File: src/rtl/riscv_lsu.sv
// riscv_lsu: single-outstanding load/store unit between execute and writeback.
// It takes one decoded memory op and issues one word-aligned bus access.
// For stores it builds the byte-lane mask and replicated write data.
// For loads it extracts the addressed byte/half and sign/zero-extends it.
// Illegal memops and misaligned addresses respond with an error and make no bus access.
// Optional: define LSU_TIMEOUT_EN to abort a bus access that waits TIMEOUT_CYCLES
// cycles without mem_ack_i.
module riscv_lsu #(
  parameter int XLEN = 32
`ifdef LSU_TIMEOUT_EN
  , parameter int TIMEOUT_CYCLES = 255
`endif
) (
  input  logic            clk_i,
  input  logic            rst_i,
  input  logic            req_valid_i,
  output logic            req_ready_o,
  input  logic            req_we_i,
  input  logic [2:0]      req_memop_i,
  input  logic [XLEN-1:0] req_addr_i,
  input  logic [XLEN-1:0] req_wdata_i,
  output logic            rsp_valid_o,
  output logic [XLEN-1:0] rsp_rdata_o,
  output logic            rsp_err_o,
  output logic            mem_req_o,
  output logic            mem_we_o,
  output logic [XLEN-1:0] mem_addr_o,
  output logic [XLEN-1:0] mem_wdata_o,
  output logic [3:0]      mem_wmask_o,
  input  logic            mem_ack_i,
  input  logic [XLEN-1:0] mem_rdata_i
);

  localparam int NUM_LANES  = XLEN / 8;
  localparam int LANE_IDX_W = $clog2(NUM_LANES);

`ifdef LSU_TIMEOUT_EN
  localparam logic [7:0] TMO_LIM = 8'(TIMEOUT_CYCLES);
`endif

  typedef enum logic [1:0] {S_IDLE, S_BUS, S_RESP} state_e;

  // Load-side control captured at the handshake and used when the ack returns.
  typedef struct packed {
    logic [LANE_IDX_W-1:0] off;
    logic [1:0]            size;  // 00 byte, 01 half, 10 word
    logic                  uns;   // zero-extend
  } ld_ctl_t;

  state_e          state_q;
  ld_ctl_t         ld_q;
  logic            ready_q, rsp_valid_q, rsp_err_q;
  logic            mem_req_q, mem_we_q;
  logic [XLEN-1:0] rsp_rdata_q, mem_addr_q, mem_wdata_q;
  logic [3:0]      mem_wmask_q;
`ifdef LSU_TIMEOUT_EN
  logic [7:0]      tmo_q;
`endif

  // Request decode. Memop bit 2 only selects extension, so stores treat 100/101 as B/H.
  logic [1:0] req_size;
  logic       req_illegal, req_misal, req_bad;
  assign req_size    = req_memop_i[1:0];
  assign req_illegal = (req_size == 2'b11) || (req_memop_i[2] && req_size[1]);
  assign req_misal   = ((req_size == 2'b01) && req_addr_i[0]) ||
                       ((req_size == 2'b10) && (req_addr_i[LANE_IDX_W-1:0] != '0));
  assign req_bad     = req_illegal || req_misal;

  // Per-lane store data replication and byte-enable generation.
  logic [NUM_LANES-1:0][7:0] wd_lanes, st_lanes;
  logic [NUM_LANES-1:0]      st_mask;
  logic [XLEN-1:0]           st_wdata;
  assign wd_lanes = req_wdata_i;
  assign st_wdata = st_lanes;

  for (genvar i = 0; i < NUM_LANES; i++) begin : g_lane
    assign st_lanes[i] = (req_size == 2'b00) ? wd_lanes[0] :
                         (req_size == 2'b01) ? wd_lanes[i % 2] : wd_lanes[i];
    assign st_mask[i]  = (req_size == 2'b00) ? (req_addr_i[LANE_IDX_W-1:0] == LANE_IDX_W'(i)) :
                         (req_size == 2'b01) ? (req_addr_i[1] == 1'(i / 2)) : 1'b1;
  end

  // Load extraction from the returning word.
  logic [NUM_LANES-1:0][7:0] rd_lanes;
  logic [7:0]                ld_byte;
  logic [15:0]               ld_half;
  logic [XLEN-1:0]           ld_data;
  assign rd_lanes = mem_rdata_i;
  assign ld_byte  = rd_lanes[ld_q.off];
  assign ld_half  = {rd_lanes[{ld_q.off[1], 1'b1}], rd_lanes[{ld_q.off[1], 1'b0}]};

  // Sign or zero extension selected by the captured memop.
  always_comb begin
    case (ld_q.size)
      2'b00:   ld_data = {{(XLEN-8){~ld_q.uns & ld_byte[7]}}, ld_byte};
      2'b01:   ld_data = {{(XLEN-16){~ld_q.uns & ld_half[15]}}, ld_half};
      default: ld_data = mem_rdata_i;
    endcase
  end

  // Control FSM with registered outputs: IDLE -> BUS -> RESP, or IDLE -> RESP on error.
  always_ff @(posedge clk_i) begin
    if (rst_i) begin
      state_q     <= S_IDLE;
      ready_q     <= 1'b1;
      ld_q        <= '0;
      mem_req_q   <= 1'b0;
      mem_we_q    <= 1'b0;
      mem_addr_q  <= '0;
      mem_wdata_q <= '0;
      mem_wmask_q <= '0;
      rsp_valid_q <= 1'b0;
      rsp_err_q   <= 1'b0;
      rsp_rdata_q <= '0;
`ifdef LSU_TIMEOUT_EN
      tmo_q       <= '0;
`endif
    end else begin
      case (state_q)
        S_IDLE: begin
          if (req_valid_i) begin
            ready_q   <= 1'b0;
            ld_q.off  <= req_addr_i[LANE_IDX_W-1:0];
            ld_q.size <= req_size;
            ld_q.uns  <= req_memop_i[2];
            if (req_bad) begin
              state_q     <= S_RESP;
              rsp_valid_q <= 1'b1;
              rsp_err_q   <= 1'b1;
              rsp_rdata_q <= '0;
            end else begin
              state_q     <= S_BUS;
              mem_req_q   <= 1'b1;
              mem_we_q    <= req_we_i;
              mem_addr_q  <= {req_addr_i[XLEN-1:LANE_IDX_W], {LANE_IDX_W{1'b0}}};
              mem_wdata_q <= req_we_i ? st_wdata : '0;
              mem_wmask_q <= req_we_i ? st_mask : 4'b0000;
`ifdef LSU_TIMEOUT_EN
              tmo_q       <= '0;
`endif
            end
          end
        end
        S_BUS: begin
          if (mem_ack_i) begin
            state_q     <= S_RESP;
            rsp_valid_q <= 1'b1;
            rsp_err_q   <= 1'b0;
            rsp_rdata_q <= mem_we_q ? '0 : ld_data;
            mem_req_q   <= 1'b0;
            mem_we_q    <= 1'b0;
            mem_wmask_q <= 4'b0000;
          end
`ifdef LSU_TIMEOUT_EN
          // An ack in the limit cycle takes priority over the abort.
          else if (tmo_q == TMO_LIM - 8'd1) begin
            state_q     <= S_RESP;
            rsp_valid_q <= 1'b1;
            rsp_err_q   <= 1'b1;
            rsp_rdata_q <= '0;
            mem_req_q   <= 1'b0;
            mem_we_q    <= 1'b0;
            mem_wmask_q <= 4'b0000;
          end else begin
            tmo_q <= tmo_q + 8'd1;
          end
`endif
        end
        S_RESP: begin
          state_q     <= S_IDLE;
          ready_q     <= 1'b1;
          rsp_valid_q <= 1'b0;
          rsp_err_q   <= 1'b0;
          rsp_rdata_q <= '0;
        end
        default: begin
          state_q <= S_IDLE;
          ready_q <= 1'b1;
        end
      endcase
    end
  end

  assign req_ready_o = ready_q;
  assign rsp_valid_o = rsp_valid_q;
  assign rsp_rdata_o = rsp_rdata_q;
  assign rsp_err_o   = rsp_err_q;
  assign mem_req_o   = mem_req_q;
  assign mem_we_o    = mem_we_q;
  assign mem_addr_o  = mem_addr_q;
  assign mem_wdata_o = mem_wdata_q;
  assign mem_wmask_o = mem_wmask_q;

endmodule

File: config.mk
export PLATFORM = sky130hd
export DESIGN_NAME = riscv_lsu
export DESIGN_NICKNAME = d
export VERILOG_FILES = /design/src/rtl/riscv_lsu.sv
export SDC_FILE = /design/constraint.sdc
export NUM_CORES = 1
export LEC_CHECK = 0
export CAP_MARGIN = 20
export CORE_ASPECT_RATIO = 1.75
export CORE_MARGIN = 2
export CORE_UTILIZATION = 43
export CTS_CLUSTER_DIAMETER = 50
export DETAILED_ROUTE_END_ITERATION = 8
export PLACE_DENSITY = 0.81
export SLEW_MARGIN = 25
export SYNTH_ARGS = -nofsm -noshare
export SYNTH_HDL_FRONTEND = slang
export SYNTH_SLANG_ARGS = --single-unit
File: constraint.sdc
create_clock -name clk_i -period 2.6 [get_ports clk_i]
set_input_delay 0.52 -clock clk_i [delete_from_list [all_inputs] [get_ports clk_i]]
set_output_delay 0.52 -clock clk_i [all_outputs]
set_load 0.1 [all_outputs]
==> flow_summary.toml, run 1 <==
[timing]
fmax_mhz = 442
fin_crit_ns = 2.26
tightestPinTransition_ns = 0.812
finalSetupViolations = 0
final_hold_viol_count = 0
finalClockSkew_ns = 0.00799
setup_slack_ns = 0.337
fin_crit_sh = 0.871
rsz0062_at_grt = "false"
setup_tns_ns = 0
relSlewSlack = 0.457
drv_slew = 0

[setup_path]
cp_data_arrival_time_ns = 2.47
reg2reg_depth = 8
cp_slowest_cell = "nor2_1"
crit_chain = "clkdlybuf4s50_1 > buf_4 > nor2_1 > mux2_2 > nand3_1 > a21oi_1"
startpoint_type = "input pin"
required_ns = 2.81
crit_type = "in2reg"
r2r-end = "mem_wmask_o[2]$_SDFFE_PP0P_"
cp_max_fo = 10
max_stage_delay_ns = 0.63
reg2reg_slack_ns = 0.45
r2r_start = "state_q[1]$_SDFFE_PP0P_"
endpoint_kind = "flip-flop"

[floorplanning]
rows = 51
start_util = 0.440
core_area_sq_um = 11100
fp.dieH_um = 145
dieArea_sq_um = 12300
fp.dieW_um = 84.6
io_pins = 209

[drt]
routed_wl_mm = 15.3
drcViolationCount = 0
vias = 4973
drt-vias-per-instance = 5.46
dr.first_iter.drc_count = 238
antenna_left = 0
first_pass_iters = 5
wl_per_cell_um = 16.9

[final_layout]
syn_to_final_growth_pct = 47.3
insertedDiodeCount = 0
layout.nets = 880
drive_gt1_frac = 0.246
fill_cells = 911

[global_route]
antenna_found_initial = 0
grt_max_degree = 70
grt_pass1_wl_mm = 24.4
grt_pass1_vias = 4898
grt-ovfl-total = 0
grtUsageTotal = 0.244

[yosys]
async_reset_ff_frac = 0
synthDominantCellAreaShare = 0.451
synth_edf_count = 0
ys_seq_elements = 110
synth.avg_cell_area_sq_um = 8.47
synth-warning-count = 0
synth_ff_type = "dfxtp_1"
synthCells = 577
synth.distinct_cells = 47
synth_area_sq_um = 4890
yosysSeqAreaShare = 0.451
synth.largest_area_cell = "dfxtp_1"
synthTopCellsByArea = "dfxtp_1 (45%), a21oi_1 (11%), nand2_1 (10%), mux2_2 (5.3%), nand3_1 (3.4%)"

[clocking]
cts_sinks = 110
cts_max_level = 3
cts_tree = "built"
cts_resized = 0
clkLatencyLatePin_ns = 0.34
cts.path.max_buffers = 2
cts_hold_buf = 0
post_cts_buffers = 0
clk_pin_slew_ns = 0.08
cts-root-buf = "clkbuf_16"
cts_made_buffers = 9

[power_and_ir_drop]
power_density_nw_per_um2 = 627
p_leak_nw = 2.83
vdd_drop_max_v = 0.000412

[placed_design]
dp_hpwl_mm = 11.9
gp_congestion = 0.928
place_ws_ns = -0.00541
io_buffers = 206

[worst_hold_path]
hold_path.class = "reg2reg"
hold_start = "mem_addr_o[18]$_SDFFE_PP0P_"
whs_endpoint = "mem_addr_o[18]$_SDFFE_PP0P_"
worstHoldPathCells = 2

[outcome]
status = "complete, no violations"

[run]
maxCapViolCount = 0
==> critical path, delay by kind of cell <==
| family | cells | cell delay (ns) |
|---|---|---|
| multiplexers | 1 | 0.41 |
| AND/OR/NAND/NOR | 2 | 0.74 |
| AO/OA/AOI/OAI | 1 | 0.08 |
| buffers and inverters | 2 | 0.72 |
==> cells in the final DEF (no fill, tap or decap), types with 2 or more instances in the layout <==
master / n
nand3_1: 33
dfxtp_1: 110
o21ai_0: 11
nor2_1: 14
buf_4: 126
mux2i_1: 10
a22oi_1: 2
nor2b_1: 12
conb_1: 2
o2bb2ai_2: 10
clkbuf_16: 9
a22o_1: 8
nand2_1: 130
o21ai_2: 2
inv_1: 5
mux2_2: 23
a211oi_1: 2
ha_1: 3
o22a_1: 9
a21oi_1: 103
buf_12: 2
o21a_1: 2
nand2b_1: 3
inv_6: 2
clkdlybuf4s50_1: 102
nand4_1: 2
o2bb2ai_1: 7
o221ai_1: 7
==> cells in the mapped netlist, drive strengths merged, types with 2 or more instances <==
library cell	count
mux2i	10
a211oi	2
and2	2
o31ai	2
o221ai	7
nor4	2
inv	5
o2bb2ai	17
nand2b	3
o21ai	15
clkbuf	29
a21oi	104
nor2	15
o21a	2
dfxtp	110
ha	3
o22a	9
mux2	23
buf	18
nand4	2
nand3	33
nor2b	12
nand2	130
a22o	8
a22oi	2
==> how the worst max path moves through the flow <==
stage                               start                            to  slack (ns)  cells past startpoint
floorplan           mem_we_o$_SDFFE_PP0P_  rsp_rdata_o[21]$_SDFFE_PP0P_        0.56                      6
global placement            req_addr_i[0]  rsp_rdata_o[14]$_SDFFE_PP0P_       -0.19                      6
detailed placement         req_memop_i[0]  mem_wdata_o[10]$_SDFFE_PP0P_      -0.005                      6
CTS                        req_memop_i[0]  mem_wdata_o[10]$_SDFFE_PP0P_        0.36                      6
global route               req_memop_i[0]  mem_wdata_o[10]$_SDFFE_PP0P_        0.22                      6
finish                     req_memop_i[0]  mem_wdata_o[10]$_SDFFE_PP0P_        0.34                      6
==> report_power, final <==
group	switching, mW	internal, mW
clock network	0.657	0.771
logic	0.863	0.413
registers	0.0509	1.75
total	1.57	2.94
==> metal layers <==
metal	global-route usage	up-vias	part of all wire
li1	-	2412	-
met1	0.264	2306	0.36
met2	0.428	217	0.52
met3	0.0637	38	0.082
met4	0.126	0	0.041
met5	0	-	0
==> sequential cells by signal, indices dropped and copies added (netlist names) <==
register	count
mem_wdata_o	32
rsp_rdata_o	32
mem_addr_o	30
ld_q	5
mem_wmask_o	4
state_q	2
mem_req_o	1
mem_we_o	1
req_ready_o	1
rsp_err_o	1
rsp_valid_o	1
==> layout make-up <==
class / instances / area, sq um / share of cell area
inverter: 5 / 18.8 / 0.00261
clock inverter: 7 / 91.3 / 0.0127
multi-input combinational: 416 / 2480 / 0.345
tap: 132 / 165 / 0.0229
sequential: 110 / 2200 / 0.306
clock buffer: 9 / 225 / 0.0313
timing repair buffer: 231 / 2010 / 0.280
==> cells by family (layout without fill, tap and decap cells) <==
logic type	Yosys count	count (layout)	synth area share
compound gates	172	172	0.235
fa+ha+maj	3	3	0.00768
buf+inv	52	252	0.0456
flops	110	110	0.451
mux	33	33	0.0735
other cells	1	2	0.000768
simple gates	206	206	0.187
==> stage by stage <==
| step | cell area [sq um] | power [mW] | util | hold WS (ns) | cells |
|---|---|---|---|---|---|
| 5_1_grt | 7200 | 4.69 | 0.648 | 0.472 | 910 |
| 3_3_place_gp | 6880 | 3.09 | 0.619 | 0.441 | 894 |
| 6_report | 7200 | 4.51 | 0.648 | 0.456 | 910 |
| 3_5_place_dp | 6880 | 3.11 | 0.620 | 0.447 | 894 |
| 4_1_cts | 7200 | 4.54 | 0.648 | 0.457 | 910 |
| 2_1_floorplan | 4890 | 2.69 | - | 0.475 | 578 |
No activity file was read; power rests on OpenSTA's default activity.
==> inputs of run 2 (changes only) <==
Settings changed: SLEW_MARGIN 25 to not set.
==> run 2 against run 1 <==
  * Largest cell class unchanged
  * Routed wire length down 0.28%
  * Highest routed layer unchanged
  * Design area up 0.14%
  * Critical path type unchanged
  * Non-clock buffer count up 1
  * Sequential share of layout area about the same
==> flow_summary.toml, run 2 (synthesized netlist as in run 1, its figures left out) <==
[outcome]
status = "complete, no violations"

[clocking]
cts_max_level = 3
post_cts_buffers = 0
cts_resized = 0
cts-root-buf = "clkbuf_16"
clk_pin_slew_ns = 0.08
cts.path.max_buffers = 2
cts_sinks = 110
cts_tree = "built"
cts_hold_buf = 0
cts_made_buffers = 9
clkLatencyLatePin_ns = 0.35

[placed_design]
gp_congestion = 0.928
dp_hpwl_mm = 11.9
place_ws_ns = -0.285
io_buffers = 206
placed_cell_area_sq_um = 6880

[setup_path]
reg2reg_depth = 8
crit_chain = "clkdlybuf4s50_1 > buf_4 > nor2_1 > mux2_2 > nand3_1 > a21oi_1"
crit_type = "in2reg"
crit_buf_inv = 2
r2r-end = "mem_wmask_o[2]$_SDFFE_PP0P_"
cp_slowest_cell = "nor2_1"
startpoint_type = "input pin"
cp_max_fo = 10
r2r_start = "state_q[1]$_SDFFE_PP0P_"
reg2reg_slack_ns = 0.44
cp_data_arrival_time_ns = 2.48
crit_family = "simple AND/OR/NAND/NOR gates"
endpoint_kind = "flip-flop"
required_ns = 2.81
max_stage_delay_ns = 0.64

[drt]
drt-vias-per-instance = 5.46
wl_per_cell_um = 16.8
first_pass_iters = 5
dr.first_iter.drc_count = 269
vias = 4977
drcViolationCount = 0
antenna_left = 0
routed_wl_mm = 15.3

[global_route]
grt_pass1_vias = 4799
grt_pass1_wl_mm = 24.2
antenna_found_initial = 0
grt-ovfl-total = 0
grt_max_degree = 70
grtUsageTotal = 0.244

[timing]
rsz0062_at_grt = "false"
relSlewSlack = 0.452
finalClockSkew_ns = 0.00880
setup_tns_ns = 0
fin_crit_ns = 2.27
tightestPinTransition_ns = 0.819
fin_crit_sh = 0.875
drv_slew = 0
finalSetupViolations = 0
setup_slack_ns = 0.326
fmax_mhz = 440
final_hold_viol_count = 0

[power_and_ir_drop]
power_density_nw_per_um2 = 625
p_leak_nw = 2.84
p_total_mw = 4.50
vdd_drop_max_v = 0.000431

[floorplanning]
dieArea_sq_um = 12300
fp.dieH_um = 145
fp.dieW_um = 84.6
core_area_sq_um = 11100
io_pins = 209
start_util = 0.440
rows = 51

[worst_hold_path]
hold_path.class = "reg2reg"
whs_endpoint = "mem_addr_o[18]$_SDFFE_PP0P_"
worstHoldPathCells = 2
hold_start = "mem_addr_o[18]$_SDFFE_PP0P_"

[final_layout]
insertedDiodeCount = 0
finalInstanceArea_sq_um = 7210
layout.nets = 881
final_common_cell = "nand2_1"
drive_gt1_frac = 0.246
final_core_util = 0.649
syn_to_final_growth_pct = 47.5
final_cell_mix = "nand2_1 (130), buf_4 (126), dfxtp_1 (110)"

[run]
maxCapViolCount = 0
## run 2: changes by cell type in the layout (fill, tap and decap cells not counted)
cell | before | now
nor2_2 | 0 | 1
nor2_4 | 1 | 0
buf_8 | 0 | 1
## run 2: how the worst max path moves through the flow
stage | from | slack [ns] | end | cells past startpoint
final | req_memop_i[0] | 0.33 | mem_wdata_o[10]$_SDFFE_PP0P_ | 6
after global routing | req_memop_i[0] | 0.24 | mem_wdata_o[10]$_SDFFE_PP0P_ | 6
after CTS | req_addr_i[0] | 0.08 | rsp_rdata_o[8]$_SDFFE_PP0P_ | 6
after detailed placement | req_addr_i[0] | -0.29 | rsp_rdata_o[8]$_SDFFE_PP0P_ | 6
after global placement | req_addr_i[0] | -0.19 | rsp_rdata_o[14]$_SDFFE_PP0P_ | 6
after floorplan | mem_we_o$_SDFFE_PP0P_ | 0.56 | rsp_rdata_o[21]$_SDFFE_PP0P_ | 6
## run 2: worst register-to-register path, stage by stage, from the launching register on
cell and delay [ns]:
dfxtp_1 0.35, inv_1 0.08, ha_1 0.29, nand2b_1 0.25, o21ai_2 0.11, buf_4 0.18
or3b_1 0.49, a22oi_1 0.22, nor2_1 0.06
## run 2: per-stage QoR
step | hold slack (ns) | std cells
finish | 0.458 | 911
global route | 0.474 | 911
CTS | 0.457 | 910
detailed placement | 0.447 | 894
global placement | 0.441 | 894
floorplan | 0.475 | 578
## run 2: area by class of cell
| type | count | area [sq um] |
|---|---|---|
| clock buffers | 9 | 225 |
| clock inverters | 7 | 91.3 |
| fillers | 915 | 3900 |
| inverters | 5 | 18.8 |
| multi-input cells | 416 | 2480 |
| flip-flops and latches | 110 | 2200 |
| well taps | 132 | 165 |
| repair buffers | 232 | 2030 |
## run 2: power by group
| group | switching [mW] | internal [mW] |
|---|---|---|
| logic | 0.862 | 0.418 |
| registers | 0.0505 | 1.76 |
| clock network | 0.647 | 0.771 |
## run 2: metal layers
layer | vias up | share of wire | global-route usage | routed length (um)
li1 | 2402 | - | - | -
met1 | 2305 | 0.36 | 0.268 | 5440
met2 | 229 | 0.52 | 0.429 | 8000
met3 | 41 | 0.081 | 0.0609 | 1240
met4 | 0 | 0.040 | 0.116 | 614
met5 | - | 0 | 0 | 0
